==> src/rtl/fetch_unit_pkg.sv <==
// Shared constants for the instruction fetch unit: cycle phases,
// FSM state encoding and the opcode nibbles that start two-word instructions.
package fetch_unit_pkg;

    localparam logic [2:0] CYC_A1 = 3'd0;
    localparam logic [2:0] CYC_A2 = 3'd1;
    localparam logic [2:0] CYC_A3 = 3'd2;
    localparam logic [2:0] CYC_M1 = 3'd3;
    localparam logic [2:0] CYC_M2 = 3'd4;
    localparam logic [2:0] CYC_X1 = 3'd5;
    localparam logic [2:0] CYC_X2 = 3'd6;
    localparam logic [2:0] CYC_X3 = 3'd7;

    typedef enum logic {
        ST_FIRST  = 1'b0,
        ST_SECOND = 1'b1
    } fetch_state_e;

    localparam logic [3:0] OPR_JCN = 4'h1;
    localparam logic [3:0] OPR_FIM = 4'h2;
    localparam logic [3:0] OPR_JUN = 4'h4;
    localparam logic [3:0] OPR_JMS = 4'h5;
    localparam logic [3:0] OPR_ISZ = 4'h7;

endpackage

==> src/rtl/fetch_unit_decode.sv <==
// Combinational classifier: does this opcode byte need a second ROM word?
// FIM shares its high nibble with SRC; only the even low nibble is two-word.
module two_word_decode
    import fetch_unit_pkg::*;
(
    input  logic [3:0] opr,
    input  logic [3:0] opa,
    output logic       is_two_word
);

    always_comb begin
        is_two_word = 1'b0;
        unique case (opr)
            OPR_JCN, OPR_JUN, OPR_JMS, OPR_ISZ: is_two_word = 1'b1;
            OPR_FIM: is_two_word = ~opa[0];
            default: is_two_word = 1'b0;
        endcase
    end

endmodule

==> src/rtl/fetch_unit.sv <==
// Instruction fetch: drives the PC onto the bus in A1-A3, captures opcode
// or second word in M1/M2, and advances or jumps the PC at X3.
module fetch_unit
    import fetch_unit_pkg::*;
(
    input  logic        toggle_clk,
    input  logic        rst_n,
    input  logic [2:0]  cycle,
    input  logic        sync,
    input  logic [3:0]  rom_data,
    input  logic        jump_en,
    input  logic [11:0] jump_addr,
    output logic [3:0]  bus_out,
    output logic        bus_oe,
    output logic [11:0] pc,
    output logic [3:0]  opr,
    output logic [3:0]  opa,
    output logic [7:0]  word2,
    output logic        two_word,
    output logic        instr_valid
);

    fetch_state_e state;
    logic         dec_two;

    two_word_decode u_decode (
        .opr         (opr),
        .opa         (rom_data),
        .is_two_word (dec_two)
    );

    always_comb begin
        bus_out = 4'h0;
        unique case (cycle)
            CYC_A1:  bus_out = pc[3:0];
            CYC_A2:  bus_out = pc[7:4];
            CYC_A3:  bus_out = pc[11:8];
            default: bus_out = 4'h0;
        endcase
    end

    assign bus_oe = (cycle == CYC_A1) || (cycle == CYC_A2) ||
                    (cycle == CYC_A3);

    // instr_valid is a one-clock pulse; every edge not completing M2 clears it
    always_ff @(posedge toggle_clk or negedge rst_n) begin
        if (!rst_n) begin
            state       <= ST_FIRST;
            pc          <= 12'h000;
            opr         <= 4'h0;
            opa         <= 4'h0;
            word2       <= 8'h00;
            two_word    <= 1'b0;
            instr_valid <= 1'b0;
        end else begin
            instr_valid <= 1'b0;
            if (sync) begin
                pc <= jump_en ? jump_addr : pc + 12'd1;
                if (jump_en)
                    state <= ST_FIRST;
                else if (state == ST_FIRST && two_word)
                    state <= ST_SECOND;
                else
                    state <= ST_FIRST;
            end else if (cycle == CYC_M1) begin
                if (state == ST_FIRST)
                    opr <= rom_data;
                else
                    word2[7:4] <= rom_data;
            end else if (cycle == CYC_M2) begin
                if (state == ST_FIRST) begin
                    opa         <= rom_data;
                    two_word    <= dec_two;
                    instr_valid <= ~dec_two;
                end else begin
                    word2[3:0]  <= rom_data;
                    instr_valid <= 1'b1;
                end
            end
        end
    end

endmodule

==> config.mk <==
export PLATFORM = sky130hd
export DESIGN_NAME = fetch_unit
export DESIGN_NICKNAME = d
export VERILOG_FILES = /design/src/rtl/fetch_unit_pkg.sv /design/src/rtl/fetch_unit_decode.sv /design/src/rtl/fetch_unit.sv
export SDC_FILE = /design/constraint.sdc
export NUM_CORES = 1
export LEC_CHECK = 0
export CORE_ASPECT_RATIO = 0.8
export CORE_MARGIN = 2
export CORE_UTILIZATION = 49
export CTS_CLUSTER_SIZE = 14
export DETAILED_ROUTE_END_ITERATION = 12
export PLACE_DENSITY = 0.85
export SYNTH_ARGS = -nofsm -noshare
export SYNTH_HDL_FRONTEND = slang
export SYNTH_HIERARCHICAL = 1
export SYNTH_SLANG_ARGS = --single-unit
==> constraint.sdc <==
create_clock -name toggle_clk -period 2.85 [get_ports toggle_clk]
set_clock_uncertainty 0.05 [all_clocks]
set_input_delay 0.285 -clock toggle_clk [delete_from_list [all_inputs] [get_ports toggle_clk]]
set_output_delay 0.285 -clock toggle_clk [all_outputs]
set_load 0.02 [all_outputs]
Word level (Yosys, flattened, before mapping)
Index checks and enable logic that the tools add are counted.
{"block": "word_totals", "wordCells": 41, "inputBits": 23, "output_inout_bits": 35, "ff_bits": 31}
{"block": "op_classes", "n_eq_ne": 9, "mux": 9, "bitwise": 5, "add_sub_neg": 1, "reduce_logical": 9}
{"cell": "adder 12 x 1 -> 12 bit (second input constant)", "count": 1}
{"cell": "== test 4 x 3 -> 1 bit (second input constant)", "count": 3}
{"cell": "2-to-1 mux 12 bit", "count": 1}
{"cell": "one-hot mux 4 bit (3 select lines)", "count": 1}
{"cell": "AND reduction 4 bit", "count": 2}
{"cell": "== test 3 x 2 -> 1 bit (second input constant)", "count": 2}
{"cell": "2-to-1 mux 1 bit", "count": 6}
{"cell": "AND reduction 3 bit", "count": 2}
{"cell": "inverter 1 bit", "count": 5}
{"cell": "== test 4 x 1 -> 1 bit (second input constant)", "count": 1}
{"cell": "== test 4 x 2 -> 1 bit (second input constant)", "count": 1}
{"cell": "OR reduction 4 bit", "count": 1}
{"cell": "== test 3 x 1 -> 1 bit (second input constant)", "count": 1}
{"cell": "== test 3 bit (second input constant)", "count": 1}
{"cell": "zero test 3 bit", "count": 1}
{"cell": "logical OR 1 bit", "count": 2}
{"cell": "one-hot mux 1 bit (2 select lines)", "count": 1}
{"cell": "logical AND 1 bit", "count": 1}

Longest topological paths before layout
Gate-level depths: netlist (run 1).
{"block": "logic_depth", "depth_word": 8, "ltp_mapped": 5}

By module
Netlist (run 1), hierarchy kept.
{"mod": "fetch_unit", "instances": 1, "seq_area_each_um2": 775.7, "cells_per_inst": 157, "area_each_um2": 1669.1}
{"mod": "two_word_decode", "instances": 1, "seq_area_each_um2": 0.0, "cells_per_inst": 4, "area_each_um2": 27.5}

Least setup slack after synthesis (run 1)
OpenSTA, ideal clock, no wires.
{"block": "synth_timing", "kind": "input-to-reg", "from": "input cycle[1]", "to": "register word2[0]", "slack_ns": 1.128, "arrival_ns": 1.547, "path_stages": 5, "setup_ns": 0.125, "path_buffers": 2, "cell_sequence": "buf_6 or4b_4 or2_1 buf_6 mux2_4"}
{"block": "synth_between", "elab_chain_cells": 3}
{"item": "start: declaration", "line": "fetch_unit.sv:8", "rtl": "input logic [2:0] cycle,"}
{"item": "== test 3 x 2 -> 1 bit", "line": "fetch_unit.sv:65", "rtl": "end else if (cycle == CYC_M1) begin"}
{"item": "inverter 1 bit (no line)"}
{"item": "AND reduction 4 bit (no line) *"}
{"item": "end signal: assignment", "line": "fetch_unit.sv:76", "rtl": "word2[3:0] <= rom_data;"}
{"item": "end: declaration", "line": "fetch_unit.sv:18", "rtl": "output logic [7:0] word2,"}
Every way passes the cells marked *; elsewhere a longest branch is shown, timed or not.
A chain may end at the register's enable or synchronous reset.

Final worst setup path (run 1)
{"block": "layout_timing", "from": "input cycle[1]", "to": "output bus_out[3]"}
{"block": "layout_between", "elab_chain_cells": 2}
{"item": "== test 3 x 2 -> 1 bit (tied with other cells)", "line": "fetch_unit.sv:34", "rtl": "unique case (cycle)"}
{"item": "one-hot mux 4 bit (3 select lines) *", "line": "fetch_unit.sv:34"}
{"item": "end: declaration", "line": "fetch_unit.sv:13", "rtl": "output logic [3:0] bus_out,"}
Marks and branches as above.

==> results of run 1 <==
==> critical path: stages <==
cell,delay [ps]
clkdlybuf4s50_1,690
mux2i_1,290
a2bb2oi_1,190
nor2_1,70
clkdlybuf4s50_1,560
==> power by group <==
| part | leakage (nW) | switching (mW) | internal [mW] |
|---|---|---|---|
| registers | 0.379 | 0.122 | 0.550 |
| clock network | 0.0515 | 0.161 | 0.220 |
| logic | 0.574 | 0.323 | 0.350 |
| total | 1.00 | 0.606 | 1.12 |
==> through the flow <==
stage / hold WS (ps) / area [um2] / total power [mW] / setup slack [ps] / std cells
finish: 339 / 2390 / 1.73 / 411 / 261
global route: 381 / 2390 / 1.80 / 366 / 261
CTS: 350 / 2390 / 1.72 / 441 / 261
detailed placement: 450 / 2290 / 1.34 / 388 / 253
global placement: 438 / 2290 / 1.31 / 529 / 253
floorplan: -60.6 / 1700 / 0.994 / 1130 / 161
==> state kept, by name, indices dropped and copies added (netlist names) <==
signal and count:
pc 12, instr_valid 1, state 1, opr 4, opa 4, word2 8, two_word 1
==> cells in the final DEF, fill, tap and decap left out, types with 3 or more instances in the layout <==
cell | synthesis | final
a21oi_1 | 16 | 16
a2bb2oi_1 | 4 | 4
clkdlybuf4s50_1 | 0 | 57
nand2b_1 | 4 | 4
mux2i_1 | 6 | 6
clkbuf_8 | 0 | 7
o21ai_0 | 4 | 4
mux2_2 | 13 | 13
nand2_1 | 7 | 7
nand4_1 | 4 | 4
and3_1 | 4 | 4
dfrtp_1 | 31 | 31
mux2_4 | 4 | 4
inv_1 | 6 | 6
nor2_1 | 11 | 11
buf_4 | 0 | 3
nand3_1 | 5 | 5
nand4b_1 | 3 | 3
==> area by class of cell <==
type	count	area share [%]
flip-flops and latches	31	32.5
well taps	42	2.20
clock buffers	8	4.19
multi-input cells	114	35.4
inverters	6	0.943
repair buffers	60	24.8
==> logic make-up (layout without fill, tap and decap cells) <==
group,count (synthesis),count (layout)
muxes,23,23
and+or+nand+nor,50,50
AOI/OAI and AO/OA,40,40
adders and majority gates,1,1
DFF,31,31
buffers and inverters,16,74
==> how the worst max path moves through the flow <==
stage,cells after the start,slack (ps),to
after floorplan,5,1130,word2[0]
after global placement,5,530,bus_out[3]
after detailed placement,4,390,opa[2]
after CTS,5,440,bus_out[3]
after global routing,5,370,bus_out[1]
final,5,410,bus_out[3]
==> routing by layer <==
| layer | vias to the layer above | track usage (%) |
|---|---|---|
| met5 | - | 0 |
| met4 | 0 | 12.1 |
| met3 | 17 | 5.92 |
| met2 | 75 | 43.9 |
| met1 | 778 | 31.9 |
| li1 | 725 | - |
==> run summary, run 1 <==
Outcome - completed
DIE HEIGHT - 56.6 um
Largest family of logic cells by synthesized area - simple AND/OR/NAND/NOR gates
Synth Area in Adders - 0.737%
Most common library cells after synthesis - dfrtp_1, a21oi_1, mux2_2
Fin crit period - 2440 ps
Pwr Density - 723 nW/um2
Filler cell count - 232
Mux cell area share after synthesis - 15.7%
CTS tree - yes
Routability Congestion - 0.898
Area occupied by multi-input gates - 845 um2
Core Region - 3380 um2
Total grt overflow - 0
Post-synthesis net count - 185
Final setup viols - 0
Count of different cell masters after synthesis - 43
Met3 wire len - 340 um
IO Count - 58
Hold-fix buffers, CTS - 0
Vias in the first global route - 1,595
Final ANT Viol Nets - 0
R2r setup slk - 1080 ps
Post-synthesis simple-gate area fraction - 17.2%
Htree depth - 2
Resize count post-CTS - 0
Site row count - 19
Clock transition at the registers of the reported paths - 70 ps
Synth top area share - 45.7%
Pin count of the biggest net entering global routing - 32
Initial Util - 50.3%
Met2 WL - 2530 um
Critical path fanouts, max - 8
Number of synthesized flops with an enable pin - 0
CP arrival - 2100 ps
Worst Tran Pin Value - 907 ps
Post-route DRC - 0
Wl on met1 - 1980 um
Fin crit share - 85.6%
Via density - 6.11
Sum Neg Setup Slack - 0 ps
Crit Path Class - in2out
Max Used Layer - met4
Compound-cell area share of the yosys netlist - 16.2%
RSZ-0062 raised after global routing - false
GRT Total Usage - 26.1%
Ant. Diodes - 0
Worst VDD drop - 0.402 mV
Most used DFF post-synth - dfrtp_1
Top-count cell post-synth - dfrtp_1
Reg2Reg Depth - 3
IO Port Bufs - 57
Final hold viol count - 0
Leak - 1.00 nW
Post-synthesis sequential area ratio - 45.7%
Synth warn - 6
FF/Latch Area - 776 um2
WL final - 4980 um
First-pass DRT Iterations - 4
Post-Syn Instances - 161
Root Buffer - clkbuf_8
# nets final - 242
Setup repair bufs after CTS - 0
Number of max-cap violations - 0
Total Die Area - 3950 um2
Yosys reg bits - 31
P&R area growth vs syn - 40.8%
Xor-xnor portion of the synthesized cell area - 0%
Share of post-route cells with drive strength above 1 - 13.7%
CTS max path bufs - 2
Hold Crit Class - in2async
Req. time, crit path - 2520 ps
FF-to-FF End - pc[11]
Share of flip-flops with an asynchronous set or reset - 100%
Max-slew violation count - 0
CTS buffer count - 5
Slew headroom - 39.3%
First-pass GRT wire length - 7900 um
Drt initial violations - 153
Routed vias - 1,595
Die X - 69.8 um
Utilization after layout - 70.8%
Avg Synthesized Cell Area - 10.5 um2
Synth area leader - dfrtp_1
Dpl hpwl - 3510 um
Worst setup startpoint - cycle[1]
CP endpoint kind - primary output
Wirelength per Cell - 19.1 um
Fmax - 410 MHz
Setup crit start kind - input pin
# clock sinks - 31
Post-synthesis instance area - 1700 um2
Reg2Reg Launch Point - pc[4]
Top cells by area, synth - dfrtp_1, mux2_2, a21oi_1, mux2i_1, mux2_4
Clk_lat worst skew - 290 ps
Initial antenna violation count - 0
Power figures use the tool's default switching activity.
==> run 2: changes to the inputs <==
- ABC_AREA: default -> 1
==> run summary, run 2 <==
IO Count - 58
RSZ-0062 raised after global routing - false
Total Die Area - 4010 um2
CTS tree - yes
Site row count - 19
Post-route DRC - 0
Post-synthesis sequential area ratio - 45.0%
Req. time, crit path - 2520 ps
Design Power - 1.57 mW
Dpl hpwl - 3320 um
Final std cells w/o fill - 335
Most used DFF post-synth - dfrtp_1
# nets final - 316
Fmax - 405 MHz
Final hold viol count - 0
R2r setup slk - 1390 ps
Number of max-cap violations - 0
Largest regs - pc x12, word2 x8
Number of synthesized flops with an enable pin - 0
Synth warn - 6
Clock transition at the registers of the reported paths - 60 ps
CTS buffer count - 5
Slew headroom - 66.9%
Most common cell after layout, fill and taps aside - nand2_1
Yosys reg bits - 31
FF-to-FF End - pc[8]
Post-synthesis instance area - 1730 um2
Share of flip-flops with an asynchronous set or reset - 100%
Vias in the first global route - 1,655
First-pass DRT Iterations - 5
Pin count of the biggest net entering global routing - 32
Top-count cell post-synth - nand2_1
Setup crit start kind - input pin
Share of post-route cells with drive strength above 1 - 8.87%
Placed Cells - 327
Htree depth - 2
Post-Syn Instances - 230
Clk_lat worst skew - 270 ps
Synth top area share - 45.0%
Via density - 5.24
Total grt overflow - 0
Synth area leader - dfrtp_1
# clock sinks - 31
Worst VDD drop - 0.459 mV
WL final - 4450 um
Most common library cells after synthesis - nand2_1, dfrtp_1, inv_1
P&R area growth vs syn - 40.6%
Resize count post-CTS - 0
Avg Synthesized Cell Area - 7.50 um2
IO Port Bufs - 57
Top cells by area, synth - dfrtp_1, nand2_1, inv_1, o21ai_0, o21ai_1
Routability Congestion - 0.869
Reg2Reg Launch Point - pc[1]
Initial Util - 50.8%
Fin crit share - 86.6%
DIE HEIGHT - 57.1 um
Most frequent cells in the layout - nand2_1, clkdlybuf4s50_1, dfrtp_1, inv_1, o21ai_0
Setup repair bufs after CTS - 0
CTS max path bufs - 2
Sum Neg Setup Slack - 0 ps
Initial antenna violation count - 0
Largest register FFs - 12
Fin crit period - 2470 ps
Ant. Diodes - 0
Worst Tran Pin Value - 493 ps
Routed vias - 1,756
Outcome - completed
Hold Crit Class - in2async
Wirelength per Cell - 13.3 um
First-pass GRT wire length - 7700 um
Max-slew violation count - 0
Fin Hold WS - 354 ps
Critical path fanouts, max - 4
Largest Register - pc
CP endpoint kind - primary output
GRT Total Usage - 24.3%
Pwr Density - 646 nW/um2
Count of different cell masters after synthesis - 26
Drt initial violations - 231
CP arrival - 2130 ps
Die X - 70.3 um
Hold-fix buffers, CTS - 0
Reg2Reg Depth - 8
Core Region - 3400 um2
Final ANT Viol Nets - 0
Crit Path Class - in2out
Final setup viols - 0
Utilization after layout - 71.4%
Post-synthesis net count - 254
Root Buffer - clkbuf_8
Leak - 1.14 nW
-- run 2: cell count changes after synthesis, moves of 6 or more --
cell and change:
nand2_1 +62, inv_1 +24, o21ai_0 +14, mux2_2 -13
o21ai_1 +12, a21oi_1 -7, clkbuf_1 -6, mux2i_1 -6
nand3_1 +6
-- run 2: area by class of cell --
type	count	area (um2)
inverter	33	124
timing repair buffer	59	586
multi-input combinational	162	788
clock buffer	8	100
sequential	31	776
tap	42	52.6
fill	296	973
-- run 2: worst max path at each step --
stage,start,end,slack (ps),cells after the start
floorplan,pc[1],pc[6],1450,8
global placement,cycle[1],bus_out[0],440,6
detailed placement,cycle[1],bus_out[3],440,6
CTS,cycle[1],bus_out[1],430,6
global route,cycle[1],bus_out[2],290,6
finish,cycle[1],bus_out[2],380,6
-- run 2: metal layers --
layer	global-route usage [%]	part of all wire, %	vias to the layer above
met3	5.30	7.4	2
met2	38.8	46	80
met4	4.67	0.61	0
li1	-	-	862
met5	0	0	-
met1	34.5	46	812
-- run 2: critical path: stages --
cell	delay, ps
clkdlybuf4s50_1	540
inv_1	80
nor3_1	390
nand2_1	100
o221ai_1	100
clkdlybuf4s50_1	640
-- run 2: cell families after synthesis --
| logic type | after synthesis | share of synthesized area [%] |
|---|---|---|
| compound gates | 47 | 15.2 |
| fa+ha+maj | 1 | 0.725 |
| buf+inv | 37 | 9.35 |
| flops | 31 | 45.0 |
| simple gates | 114 | 29.7 |
-- run 2: per-stage QoR --
| step | area, um2 | worst slack (ps) |
|---|---|---|
| final | 2430 | 383 |
| after global routing | 2430 | 289 |
| after CTS | 2430 | 427 |
| after detailed placement | 2330 | 435 |
| after global placement | 2330 | 442 |
| after floorplan | 1730 | 1450 |
-- run 2: power by group --
group	internal (mW)	leakage, nW	switching [mW]	total (mW)
sequential	0.532	0.390	0.0863	0.618
combinational	0.266	0.700	0.311	0.577
clock	0.220	0.0515	0.152	0.373
total	1.02	1.14	0.550	1.57
